File: config.mk
export PLATFORM = sky130hd
export DESIGN_NAME = ks_addsub_pipe
export DESIGN_NICKNAME = d
export VERILOG_FILES = /design/src/rtl/ks_pkg.sv /design/src/rtl/ks_prefix_levels.sv /design/src/rtl/ks_addsub_pipe.sv
export SDC_FILE = /design/constraint.sdc
export NUM_CORES = 1
export LEC_CHECK = 0
export CORE_UTILIZATION = 28
export DETAILED_ROUTE_END_ITERATION = 10
export GPL_TIMING_DRIVEN = 0
export SLEW_MARGIN = 0
export SYNTH_ARGS = -nofsm -noshare
export SYNTH_HDL_FRONTEND = slang
export SYNTH_SLANG_ARGS = --single-unit
File: constraint.sdc
create_clock -name clk -period 7 [get_ports clk]
set_input_delay 0.7 -clock clk [delete_from_list [all_inputs] [get_ports clk]]
set_output_delay 0.7 -clock clk [all_outputs]
set_load 0.02 [all_outputs]
File: src/rtl/ks_pkg.sv
// Shared types and helpers for the Kogge-Stone add/subtract pipe.
package ks_pkg;

  typedef enum logic {
    OP_ADD = 1'b0,
    OP_SUB = 1'b1
  } op_e;

  localparam int unsigned KS_DEF_WIDTH = 32;

  // Generate/propagate pair at the default operand width.
  typedef struct packed {
    logic [KS_DEF_WIDTH-1:0] g;
    logic [KS_DEF_WIDTH-1:0] p;
  } gp_t;

  // Number of Kogge-Stone prefix levels for a power-of-two width.
  function automatic int unsigned ks_levels(input int unsigned width);
    return $clog2(width);
  endfunction

endpackage

File: src/rtl/ks_prefix_levels.sv
// Combinational Kogge-Stone prefix levels FIRST_LVL..LAST_LVL.
// Level k combines each bit with the group 2**(k-1) positions below it.
module ks_prefix_levels #(
  parameter int unsigned WIDTH     = 32,
  parameter int unsigned FIRST_LVL = 1,
  parameter int unsigned LAST_LVL  = 5
) (
  input  logic [WIDTH-1:0] g_i,
  input  logic [WIDTH-1:0] p_i,
  output logic [WIDTH-1:0] g_o,
  output logic [WIDTH-1:0] p_o
);

  logic [WIDTH-1:0] g_cur;
  logic [WIDTH-1:0] p_cur;

  always_comb begin
    // NOTE: defaults first, so every path assigns g_cur/p_cur and no latch is inferred.
    g_cur = g_i;
    p_cur = p_i;
    // NOTE: blocking assignments chain each level's result into the next within one evaluation.
    for (int unsigned lvl = FIRST_LVL; lvl <= LAST_LVL; lvl++) begin
      g_cur = g_cur | (p_cur & (g_cur << (1 << (lvl - 1))));
      p_cur = p_cur & ((p_cur << (1 << (lvl - 1))) |
                       ((WIDTH'(1) << (1 << (lvl - 1))) - WIDTH'(1)));
    end
    g_o = g_cur;
    p_o = p_cur;
  end

endmodule

File: src/rtl/ks_addsub_pipe.sv
// Three-stage valid/ready Kogge-Stone add/subtract unit.
// Define KSA_OVF_EN to add the registered signed-overflow output out_ovf.
module ks_addsub_pipe
  import ks_pkg::*;
#(
  parameter int unsigned WIDTH = KS_DEF_WIDTH,
  parameter int unsigned TAG_W = 4
) (
  input  logic             clk,
  input  logic             rst,
  input  logic             in_valid,
  output logic             in_ready,
  input  logic             in_op,
  input  logic [WIDTH-1:0] in_a,
  input  logic [WIDTH-1:0] in_b,
  input  logic             in_cin,
  input  logic [TAG_W-1:0] in_tag,
  output logic             out_valid,
  input  logic             out_ready,
  output logic [WIDTH-1:0] out_sum,
  output logic             out_cout,
`ifdef KSA_OVF_EN
  output logic             out_ovf,
`endif
  output logic [TAG_W-1:0] out_tag
);

  localparam int unsigned LVLS    = ks_levels(WIDTH);
  localparam int unsigned S2_LAST = LVLS / 2;

  typedef struct packed {
    logic [WIDTH-1:0] g;
    logic [WIDTH-1:0] p;
  } gp_w_t;

  logic             advance;
  logic             v1_q, v2_q, v3_q;

  op_e              op;
  logic [WIDTH-1:0] b_eff;
  gp_w_t            s1_d, s1_q;
  logic             s1_cin_q;
  logic [TAG_W-1:0] s1_tag_q;

  gp_w_t            s2_d, s2_q;
  logic [WIDTH-1:0] s2_pbit_q;
  logic             s2_cin_q;
  logic [TAG_W-1:0] s2_tag_q;

  gp_w_t            s3_grp;
  logic [WIDTH-1:0] carry;
  logic [WIDTH-1:0] sum_d, sum_q;
  logic             cout_d, cout_q;
  logic [TAG_W-1:0] tag_q;

  // A stalled output freezes the whole pipe; bubbles are never squeezed out.
  assign advance  = !v3_q || out_ready;
  assign in_ready = advance;

  assign op = op_e'(in_op);

  always_comb begin
    b_eff  = (op == OP_SUB) ? ~in_b : in_b;
    s1_d.g = in_a & b_eff;
    s1_d.p = in_a ^ b_eff;
  end

  ks_prefix_levels #(
    .WIDTH    (WIDTH),
    .FIRST_LVL(1),
    .LAST_LVL (S2_LAST)
  ) u_lvl_lo (
    .g_i(s1_q.g),
    .p_i(s1_q.p),
    .g_o(s2_d.g),
    .p_o(s2_d.p)
  );

  ks_prefix_levels #(
    .WIDTH    (WIDTH),
    .FIRST_LVL(S2_LAST + 1),
    .LAST_LVL (LVLS)
  ) u_lvl_hi (
    .g_i(s2_q.g),
    .p_i(s2_q.p),
    .g_o(s3_grp.g),
    .p_o(s3_grp.p)
  );

  // carry[i] is the carry out of bit i with cin entering below bit 0.
  always_comb begin
    carry  = s3_grp.g | (s3_grp.p & {WIDTH{s2_cin_q}});
    sum_d  = s2_pbit_q ^ {carry[WIDTH-2:0], s2_cin_q};
    cout_d = carry[WIDTH-1];
  end

  // NOTE: non-blocking assignments so every stage samples the pre-edge value of the one before.
  always_ff @(posedge clk) begin
    if (rst) begin
      v1_q <= 1'b0;
      v2_q <= 1'b0;
      v3_q <= 1'b0;
    end else if (advance) begin
      v1_q <= in_valid;
      v2_q <= v1_q;
      v3_q <= v2_q;
    end
  end

  // NOTE: data registers have no reset; the valid bits alone say whether they hold anything.
  always_ff @(posedge clk) begin
    if (advance) begin
      s1_q      <= s1_d;
      s1_cin_q  <= in_cin;
      s1_tag_q  <= in_tag;
      s2_q      <= s2_d;
      s2_pbit_q <= s1_q.p;
      s2_cin_q  <= s1_cin_q;
      s2_tag_q  <= s1_tag_q;
      sum_q     <= sum_d;
      cout_q    <= cout_d;
      tag_q     <= s2_tag_q;
    end
  end

`ifdef KSA_OVF_EN
  logic ovf_d, ovf_q;

  // Signed overflow: carry into the MSB differs from carry out of it.
  assign ovf_d = carry[WIDTH-1] ^ carry[WIDTH-2];

  always_ff @(posedge clk) begin
    if (rst) begin
      ovf_q <= 1'b0;
    end else if (advance) begin
      ovf_q <= ovf_d;
    end
  end

  assign out_ovf = ovf_q;
`endif

  assign out_valid = v3_q;
  assign out_sum   = sum_q;
  assign out_cout  = cout_q;
  assign out_tag   = tag_q;

endmodule

# Word level (Yosys, flattened, before mapping)
# Index checks and enable logic that the tools add are counted.
[op_classes]
bitwise_logic = 21
n_reduce_logical = 2
n_shift = 0
muxes = 1
magnitude_cmp = 0
eq_ne = 0
addsub = 0
mul = 0
div_mod_pow = 0
[op_table]
columns = ["op", "n"]
rows = [
  ["AND 32 bit", 12],
  ["OR 32 bit", 6],
  ["bitwise XOR 32 bit", 2],
  ["two-way mux 32 bit", 1],
  ["inverter 32 bit", 1],
  ["logical NOT 1 bit", 1],
  ["logical OR 1 bit", 1],
]
[totals]
output_inout_bits = 39
ramBits = 0
latch_bits = 0
regBits = 210
mem_bits_ro = 0
n_memories = 0
input_bits = 74

# Longest topological paths before layout
[depth]
depth_word = 8
ltp_mapped = 4
depth_no_buf = 4

# By module
# From an unflattened synthesis, not the netlist that was laid out.
[hier_totals]
hier_cells = 593
hier_area_um2 = 9036.2
[by_module_without_submodules]
columns = ["module", "area_each_um2", "n_inst", "seq_area_each_um2", "cells_each"]
rows = [
  ["ks_addsub_pipe", 7734.9, 1, 6276.0, 353],
  ["ks_prefix_levels at u_lvl_hi", 719.4, 1, 0.0, 112],
  ["ks_prefix_levels at u_lvl_lo", 581.8, 1, 0.0, 128],
]

# Least setup slack after synthesis
# OpenSTA, ideal clock, no wires.
[synth_path]
path_kind = "input-to-reg"
startpoint = "input port out_ready"
endpoint = "register v1_q"
arrival_ns = 6.424
cell_stages = 3
t_required_ns = 6.858
path_slack_ns = 0.434
setup_time_ns = 0.142
cell_sequence = "nand2b_1 mux2i_1 nor2_1"
[synth_via]
elab_chain_cells = 1
[synth_lines]
columns = ["element", "line_no", "rtl"]
rows = [
  ["start, declared", "ks_addsub_pipe.sv:19", "input logic out_ready,"],
  ["logical OR 1 bit", "ks_addsub_pipe.sv:57", "assign advance = !v3_q || out_ready;"],
  ["end signal, assigned", "ks_addsub_pipe.sv:104", "v1_q <= in_valid;"],
  ["end, declared", "ks_addsub_pipe.sv:37", "logic v1_q, v2_q, v3_q;"],
]
# No other way between the ends.
# A chain may end at the register's enable or synchronous reset.

# Worst setup path in the final report
[layout_path]
startpoint = "input port out_ready"
endpoint = "output port in_ready"
[layout_via]
elab_chain_cells = 1
[layout_lines]
columns = ["element", "line_no", "rtl"]
rows = [
  ["logical OR 1 bit", "ks_addsub_pipe.sv:57", ""],
  ["end, declared", "ks_addsub_pipe.sv:12", "output logic in_ready,"],
]
# No other way between the ends.

==> results.cfg <==
[run_status]
status = complete, no violations

[flow_run]
cap_violations = 0

[route]
dr.pass1.iters = 4
totalWireLength_mm = 16.8
drc = 0
vias = 4823
wl_met3_microns = 996
dr_wl_met2_mm = 8.01
highest_layer = met4
first_iter_violations = 339
final_antenna_net_count = 0
post_drt_via_cell_ratio = 4.35
wl_per_cell_microns = 15.2
met1_length_mm = 7.56

[yosys]
synth_common_cells = 206 x edfxtp_1, 47 x a21o_1, 43 x xor2_1
syn_area_sq_um = 8690
synth_area_leader_cell = edfxtp_1
yosysMostFrequentCell = edfxtp_1
syn_nets = 669
syn-mean-instance-area_sq_um = 15.5
synthTopCellsByArea = edfxtp_1 71%, ha_1 4.8%, xor2_1 4.3%
synth_warnings = 0
synth_seq_cells = 209
synth_ff_type = edfxtp_1
ys_seq_area_share_pct = 71.9
synth_edf_count = 206
synth_cells = 562
synth-async-reset-ratio_pct = 0
synth_top_area_share_pct = 71.2
ys_types = 45

[clock_network]
cts_sinks = 209
cts_setup_buffers = 0
htree_levels = 1
cts_buffer_depth = 3
ctsHoldBuffers = 0
post_cts_resized = 0
numCtsBuffers = 21
clk-insertion-delay-late_ps = 500
cts_tree = done
clockRootBuffer = clkbuf_16
path_clk_slew_ps = 60

[worst_hold_path]
min_path_type = flip-flop to flip-flop

[timing]
min_period_over_period_pct = 53.0
hold_viol = 0
setup_violations = 0
slew_headroom_pct = 63.5
drv_slew = 0
worstMarginPinSlew_ps = 548
fmax_mhz = 269
finalClockSkew_ps = 10.2
finalSetupTns_ps = 0
rsz0062_at_grt = false
finalCriticalPeriod_ps = 3710

[worst_setup_path]
endpoint_kind = output pin
setup.worst_path.start_class = primary input
arrival_ps = 3010
cp_max_fo = 70
crit_type = primary input to output pin
path_cells = clkdlybuf4s50_1 -> nand2b_4 -> buf_16 -> buf_16 -> clkdlybuf4s50_1
slowest_stage = clkdlybuf4s50_1
max_stage_delay_ps = 660
cp.required_ps = 6300

[cells_and_area]
nets = 806
drive_gt1_share_pct = 5.88
multi_input_area_sq_um = 2390
area_growth_pct = 26.8
regArea_sq_um = 6250
diodes = 0
fillers = 2934
finalInstanceArea_sq_um = 11000

[die]
start_util_pct = 28.4
die_area_sq_um = 31700
die_h_microns = 178
rows = 64
coreArea_sq_um = 30600
io_pins = 113
die_w_microns = 178

[place]
dp_hpwl_mm = 12.6
place_congestion = 0.780
numPortBuffers = 111
placed_area_sq_um = 10400

[pwr]
p_leak_nw = 4.33
total_power_mw = 3.42
peakVddDrop_mv = 0.120
p_per_area_nw_per_um2 = 311

[grt]
grt_overflow = 0
antenna_found_initial = 0
grt_pass1_vias = 4914
track_usage_pct = 10.8
grt_max_degree = 71
grt_first_pass_wirelength_mm = 26.2
## cells in the final DEF, fill, tap and decap left out, types with 3 or more instances in the layout
cell             count
or3_1                8
o21a_1               3
buf_16               3
nand3_1              7
buf_2                3
o21bai_1            18
inv_1               10
clkinvlp_4           3
and2_1               3
a21o_1              47
clkbuf_16           21
clkinv_1             6
dfxtp_1              3
nor2_1              37
clkdlybuf4s50_1    111
a21oi_1             34
nor4b_1              3
xnor2_1             15
edfxtp_1           206
and3_1               3
xor2_1              43
ha_1                33
nor3_1               4
o21ai_0              8
clkbuf_1             5
nand2_1             39
## metal layers
| layer | up-vias | track usage (%) |
|---|---|---|
| met2 | 107 | 17.5 |
| met3 | 20 | 2.09 |
| met5 | - | 0 |
| li1 | 2426 | - |
| met1 | 2270 | 14.4 |
| met4 | 0 | 3.49 |
## critical path, delay by kind of cell
family                 cells  cell delay (ps)
and+or+nand+nor            1              460
buffers and inverters      4             1790
## kinds of logic after synthesis
family | Yosys count | synth area share, %
compound gates | 132 | 10.6
xor+xnor | 58 | 5.85
fa+ha+maj | 33 | 4.75
buf+inv | 14 | 0.648
flops | 209 | 71.9
mux | 3 | 0.360
simple gates | 113 | 5.95
## where the power goes
part           leakage (nW)  internal, mW  switching, mW
Combinational          1.75         0.299          0.293
Sequential             2.28          1.65          0.145
Clock                 0.300         0.590          0.450
Total                  4.33          2.54          0.888
## metrics by stage
stage                     setup slack [ps]  hold slack [ps]  util (%)  cells
after global placement               -3310              401      33.7   1069
after CTS                             3270              419      36.0   1110
after floorplan                        434              400         -    562
after detailed placement              3280              405      34.0   1072
final                                 3290              414      36.0   1110
after global routing                  3140              421      36.0   1110
## sequential cells by signal, indices dropped and copies added, names as in the netlist, 4 cells and up
register / count
s2_pbit_q: 31
s1_q: 64
s1_tag_q: 4
out_sum: 32
out_tag: 4
s2_tag_q: 4
s2_q: 64
## final timing paths
| path | startpoint | to | slack, ps | depth (start not counted) |
|---|---|---|---|---|
| worst max register to register | s2_cin_q$_DFFE_PP_ | out_sum[29]$_DFFE_PP_ | 5170 | 4 |
| worst max-delay path | out_ready | in_ready | 3290 | 5 |
| worst min register to register | s2_tag_q[1]$_DFFE_PP_ | out_tag[1]$_DFFE_PP_ | 410 | 0 |
| worst min-delay path | s2_tag_q[1]$_DFFE_PP_ | out_tag[1]$_DFFE_PP_ | 410 | 0 |
## final cells by class
| class | instances | share of cell area (%) |
|---|---|---|
| plain buffers | 4 | 0.170 |
| clock buffers | 25 | 4.90 |
| clock inverters | 13 | 0.851 |
| inverters | 10 | 0.341 |
| multi-input cells | 339 | 21.7 |
| flip-flops and latches | 209 | 56.7 |
| well taps | 396 | 4.50 |
| repair buffers | 114 | 10.8 |
Power figures use the tool's default switching activity.
